File: config.mk
export PLATFORM = sky130hd
export DESIGN_NAME = fft_stream_io
export DESIGN_NICKNAME = d
export VERILOG_FILES = /design/src/rtl/fft_stream_io.sv
export SDC_FILE = /design/constraint.sdc
export NUM_CORES = 1
export LEC_CHECK = 0
export CORE_MARGIN = 2
export CORE_UTILIZATION = 50
export DETAILED_ROUTE_END_ITERATION = 6
export PLACE_DENSITY = 0.81
export SLEW_MARGIN = 20
export SYNTH_ARGS = -nofsm -noshare
export SYNTH_HDL_FRONTEND = slang
export SYNTH_SLANG_ARGS = --single-unit
File: constraint.sdc
create_clock -name iCLK -period 4.78 [get_ports iCLK]
set_input_delay 0.956 -clock iCLK [delete_from_list [all_inputs] [get_ports iCLK]]
set_output_delay 0.956 -clock iCLK [all_outputs]
set_load 0.005 [all_outputs]
File: src/rtl/fft_stream_io.sv
// Streaming front-end for the banked radix-4 FFT core: bank-interleaved frame
// load, core start/done handshake, and back-pressured result readout.
module fft_stream_io #(
  parameter int DATA_W = 16,
  parameter int OUT_W  = 17,
  parameter int N_LOG4 = 5,
  parameter int BANKS  = 4,
  parameter int ADDR_W = ((4 ** N_LOG4) / BANKS > 1) ? $clog2((4 ** N_LOG4) / BANKS) : 1,
  parameter int RD_LAT = 2
) (
  input  logic                    iCLK,
  input  logic                    iRESET,
  input  logic [DATA_W-1:0]       iS_DATA,
  input  logic                    iS_VALID,
  output logic                    oS_READY,
  input  logic                    iNAT_ORDER,
  output logic [ADDR_W-1:0]       oWR_ADDR,
  output logic [DATA_W-1:0]       oWR_DATA,
  output logic [BANKS-1:0]        oWE,
  output logic                    oCORE_START,
  input  logic                    iCORE_RDY,
  output logic [BANKS*ADDR_W-1:0] oRD_ADDR,
  input  logic [BANKS*OUT_W-1:0]  iRD_DATA,
  output logic [OUT_W-1:0]        oM_DATA,
  output logic                    oM_VALID,
  input  logic                    iM_READY,
  output logic                    oM_LAST,
  output logic                    oBUSY
);
  localparam int N      = 4 ** N_LOG4;
  localparam int IDX_W  = 2 * N_LOG4;
  localparam int BANK_W = (BANKS > 1) ? $clog2(BANKS) : 1;
  localparam int DEPTH  = RD_LAT + 2;
  localparam int PTR_W  = $clog2(DEPTH);
  localparam int CNT_W  = $clog2(DEPTH + 1);

  typedef enum logic [2:0] {IDLE, LOAD, START, WAIT, UNLOAD} state_t;

  state_t            state;
  logic              s_ready, nat, core_start, rdy_q, rdy_edge, rd_done;
  logic [IDX_W-1:0]  n_cnt, rd_k, out_k, s_idx;
  logic [ADDR_W-1:0] wr_addr, rd_a;
  logic [DATA_W-1:0] wr_data;
  logic [BANKS-1:0]  we;
  logic [BANK_W-1:0] wr_bank, rd_bank;
  logic [ADDR_W-1:0] rd_addr [BANKS];
  // Stage 0 shadows the registered read address; stage RD_LAT lines up with iRD_DATA.
  logic              pipe_v [RD_LAT+1];
  logic [BANK_W-1:0] pipe_b [RD_LAT+1];
  logic [OUT_W-1:0]  fifo [DEPTH];
  logic [PTR_W-1:0]  wp, rp;
  logic [CNT_W-1:0]  occ;
  logic              accept, m_valid, pop, push, room, issue;
  logic [OUT_W-1:0]  push_data;
  int                inflight;

  function automatic logic [IDX_W-1:0] rev4(input logic [IDX_W-1:0] k);
    logic [IDX_W-1:0] r;
    r = '0;
    for (int unsigned i = 0; i < N_LOG4; i++)
      r[2*(N_LOG4-1-i) +: 2] = k[2*i +: 2];
    return r;
  endfunction

  always_comb begin
    inflight = 0;
    for (int unsigned i = 0; i <= RD_LAT; i++)
      if (pipe_v[i]) inflight = inflight + 1;
  end

  assign accept    = iS_VALID && s_ready;
  assign m_valid   = (occ != '0);
  assign pop       = m_valid && iM_READY;
  assign push      = pipe_v[RD_LAT];
  assign push_data = iRD_DATA[pipe_b[RD_LAT]*OUT_W +: OUT_W];
  // A word popped this cycle frees its slot in time for the read issued now.
  assign room      = (inflight + int'(occ)) < (DEPTH + int'(pop));
  assign issue     = ((state == WAIT && rdy_edge) || (state == UNLOAD && !rd_done)) && room;
  assign s_idx     = nat ? rev4(rd_k) : rd_k;
  assign rd_bank   = BANK_W'(s_idx % BANKS);
  assign rd_a      = ADDR_W'(s_idx / BANKS);
  assign wr_bank   = BANK_W'(n_cnt % BANKS);

  always_ff @(posedge iCLK) begin
    if (!iRESET) begin
      state <= IDLE;
      s_ready <= 1'b0; nat <= 1'b0; core_start <= 1'b0;
      rdy_q <= 1'b0; rdy_edge <= 1'b0; rd_done <= 1'b0;
      n_cnt <= '0; rd_k <= '0; out_k <= '0;
      wr_addr <= '0; wr_data <= '0; we <= '0;
      wp <= '0; rp <= '0; occ <= '0;
      for (int unsigned b = 0; b < BANKS; b++) rd_addr[b] <= '0;
      for (int unsigned i = 0; i <= RD_LAT; i++) begin
        pipe_v[i] <= 1'b0;
        pipe_b[i] <= '0;
      end
      for (int unsigned i = 0; i < DEPTH; i++) fifo[i] <= '0;
    end else begin
      we         <= '0;
      core_start <= 1'b0;
      rdy_q      <= iCORE_RDY;
      rdy_edge   <= (state == WAIT) && iCORE_RDY && !rdy_q;

      pipe_v[0] <= issue;
      pipe_b[0] <= rd_bank;
      for (int unsigned i = 1; i <= RD_LAT; i++) begin
        pipe_v[i] <= pipe_v[i-1];
        pipe_b[i] <= pipe_b[i-1];
      end
      if (issue) begin
        rd_addr[rd_bank] <= rd_a;
        rd_k <= rd_k + 1'b1;
        if (rd_k == IDX_W'(N-1)) rd_done <= 1'b1;
      end

      if (push) begin
        fifo[wp] <= push_data;
        wp <= (wp == PTR_W'(DEPTH-1)) ? '0 : wp + 1'b1;
      end
      if (pop) rp <= (rp == PTR_W'(DEPTH-1)) ? '0 : rp + 1'b1;
      occ <= occ + CNT_W'(push) - CNT_W'(pop);

      unique case (state)
        IDLE, LOAD: begin
          s_ready <= 1'b1;
          if (accept) begin
            if (state == IDLE) nat <= iNAT_ORDER;
            wr_addr <= ADDR_W'(n_cnt / BANKS);
            wr_data <= iS_DATA;
            we      <= BANKS'(1) << wr_bank;
            n_cnt   <= n_cnt + 1'b1;
            state   <= LOAD;
            if (n_cnt == IDX_W'(N-1)) begin
              s_ready <= 1'b0;
              state   <= START;
            end
          end
        end
        START: begin
          core_start <= 1'b1;
          state      <= WAIT;
        end
        WAIT: if (rdy_edge) state <= UNLOAD;
        UNLOAD: begin
          if (pop) begin
            out_k <= out_k + 1'b1;
            if (out_k == IDX_W'(N-1)) begin
              state   <= IDLE;
              s_ready <= 1'b1;
              out_k   <= '0;
              rd_k    <= '0;
              rd_done <= 1'b0;
            end
          end
        end
        default: state <= IDLE;
      endcase
    end
  end

  always_comb begin
    oRD_ADDR = '0;
    for (int unsigned b = 0; b < BANKS; b++)
      oRD_ADDR[b*ADDR_W +: ADDR_W] = rd_addr[b];
  end

  assign oS_READY    = s_ready;
  assign oWR_ADDR    = wr_addr;
  assign oWR_DATA    = wr_data;
  assign oWE         = we;
  assign oCORE_START = core_start;
  assign oM_VALID    = m_valid;
  assign oM_DATA     = fifo[rp];
  assign oM_LAST     = m_valid && (out_k == IDX_W'(N-1));
  assign oBUSY       = (state != IDLE);
endmodule
==> metrics.yaml <==
syn_area_per_cell_um2: 12.0
leakage_nw: 3.65
worst_clock_skew_ns: 0.0138
num_clock_sinks: 185
vias_per_std_cell: 5.37
starting_density_of_the_core: 0.512
postSynthCellCount: 708
gp_congestion: 0.815
synthTopCellsByArea: "sky130_fd_sc_hd__edfxtp_1 (35%), sky130_fd_sc_hd__dfxtp_1 (20%), sky130_fd_sc_hd__mux4_2 (9.0%), sky130_fd_sc_hd__and2_1 (5.4%), sky130_fd_sc_hd__nand2_1 (3.2%)"
max_cap_viol_count: 0
worst_setup_hold_path_clk_slew_ns: 0.07
critical-path-max-stage-delay_ns: 0.93
p_per_area_nw_per_um2: 345
timing.final.setup_violations: 0
design.die.area_um2: 18100
min_path_cells: 1
worstPathMaxFanout: 10
finish.cell_count_without_fillers: 1094
route.detailed.wl_per_inst_um: 17.1
placeableCoreArea_um2: 16600
worstSetupPathDepth: 10
overflow: 0
cts.path.max_buffers: 2
tritoncts.num_buffers: 17
fin_crit_ns: 3.83
min_from: "rdy_q$_SDFF_PN0_"
synth-edff-count: 100
setup-tns-final_ns: 0
grt_first_pass_wirelength_mm: 30.1
synth_fp_nets: 812
crit_required_ns: 4.82
ff2ff_setup_slack_ns: 0.95
rsz0062_at_grt: "false"
routed_wirelength_mm: 18.7
drt_first_iter_violations: 422
final_core_utilization: 0.658
layout_worst_path_cycle_share: 0.801
h-tree-depth: 4
yosys.cell_types.count: 61
crit_family: "compound AO/OA/AOI/OAI gates"
max-slew-margin-rel: 0.270
grt_start_max_net_pins: 81
yosysWarningCount: 0
dieHeight_um: 134
netlist.top_cell.by_area: "sky130_fd_sc_hd__edfxtp_1"
post_route_drc: 0
cts_repair_resize_count: 0
seq_area_frac_synth: 0.554
slowest_cp_cell: "sky130_fd_sc_hd__o21ai_0"
dp.final_hpwl_mm: 12.5
mappedNetlistArea_um2: 8500
reg2reg_from: "pipe_v[0][0]$_SDFF_PN0_"
holdBufCountCts: 0
clk-insertion-delay-late_ns: 0.43
most_repeated_cell_in_the_gate_level_netlist_after_synthesis: "sky130_fd_sc_hd__edfxtp_1"
kind_of_start_point_of_the_critical_path: "register"
area_growth_from_synthesis_to_layout_pct: 28.5
fmax_mhz: 261
worst-setup-path-type: "reg -> reg"
report.final.slew_viol_count: 0
placedCellCount: 1062
path_buf_inv: 2
yosysTopAreaCellShare: 0.353
cts.repair_timing.setup_buffer_count: 0
tritoncts: "yes"
drtAntennaViolNets: 0
port_buffers: 171
io-pin-count: 172
synth_flop_cell: "sky130_fd_sc_hd__edfxtp_1"
diodes: 0
vdd_drop_max_v: 0.000222
overall_fraction_of_global_route_tracks_in_use: 0.212
design.final.nets: 965
chipWidth_um: 134
result_of_the_run: "finished clean"
hold_viol_final: 0
cts_root_buffer: "sky130_fd_sc_hd__clkbuf_16"
yosys_register_bits: 185
firstDrtPassIters: 5
synth_commonest_cells: "sky130_fd_sc_hd__edfxtp_1 (100), sky130_fd_sc_hd__dfxtp_1 (85), sky130_fd_sc_hd__and2_1 (73)"
cp-startpoint: "pipe_v[0][0]$_SDFF_PN0_"
whs_ns: 0.391
antenna_found_initial: 0
vias: 5880
vias_in_the_first_global_route: 5970
worst_slew_pin_slew_ns: 1.08
setup.worst_path.end_class: "register"
timing.critical_path.arrival_ns: 3.87
cell_depth_of_the_worst_flop_to_flop_path: 10
hp_class: "reg -> reg"
rows: 47
final.fill_count: 1266
asyncSetResetFlopFracSynth: 0
critical_path.cell_chain: "inv_1 -> ha_1 -> xor2_1 -> ha_1 -> inv_1 -> fa_1 -> nand2b_1 -> o21ai_1 -> nand3_2 -> o21ai_0"
drive_above_1_share: 0.110
[final timing paths]
kind / end
worst min register to register: rdy_edge$_SDFF_PN0_
worst min-delay path: rdy_edge$_SDFF_PN0_
worst max-delay path: rd_addr[0][1]$_SDFFCE_PN0P_
worst max register to register: rd_addr[0][1]$_SDFFCE_PN0P_
[where the power goes]
part           internal (mW)  switching (mW)
Combinational          0.339           0.242
Sequential              1.74          0.0592
Clock                  0.740           0.643
Total                   2.82           0.945
[placed cells by master (no fill, tap or decap), drive strengths merged, types with 9 or more instances in the layout]
master         netlist  layout
a21boi              30      30
a21oi               17      17
and2                73      73
clkbuf              19      17
clkdlybuf4s50        0     170
dfxtp               85      85
edfxtp             100     100
ha                  12      12
inv                 18      25
mux2i               12      12
mux4                34      34
nand2               72      72
nand3               22      22
nor2                42      42
nor2b               26      26
nor3                15      15
nor4                 9       9
o21ai               10      10
xnor2               17      17
[state kept, by name, indices dropped and copies added, names as in the netlist, 3 cells and up, named ones only]
signal,count
pipe_b,6
oWE,4
out_k,10
state,3
fifo,68
oWR_DATA,16
pipe_v,3
oWR_ADDR,8
rd_addr,32
rd_k,10
n_cnt,10
occ,3
[cell families after synthesis]
group | synth area share
fa+ha+maj | 0.0224
flops | 0.554
buf+inv | 0.0325
simple gates | 0.203
mux | 0.106
xor+xnor | 0.0206
compound gates | 0.0623
[per-stage QoR]
| step | setup WS (ns) | total power, mW | area, um^2 |
|---|---|---|---|
| after floorplan | 1.40 | 2.13 | 8500 |
| after global placement | 1.18 | 2.40 | 10300 |
| after detailed placement | 0.937 | 2.42 | 10300 |
| after CTS | 0.980 | 3.80 | 10900 |
| after global routing | 0.663 | 3.90 | 10900 |
| final | 0.950 | 3.77 | 10900 |
[area by class of cell]
type,count,area [um^2],share of cell area
Clock inverter,15,160,0.0147
Multi-Input combinational cell,461,3530,0.323
Timing Repair Buffer,178,1760,0.161
Clock buffer,17,425,0.0390
Tap cell,220,275,0.0252
Inverter,18,67.6,0.00619
Sequential cell,185,4700,0.431
[routing by layer]
metal	vias up	wire (um)	global-route usage
met2	199	9510	0.363
met5	-	0	0
met4	0	296	0.0801
met3	22	1270	0.0506
met1	2815	7640	0.263
li1	2844	-	-
Note: power is estimated with default switching activity, not from simulation.
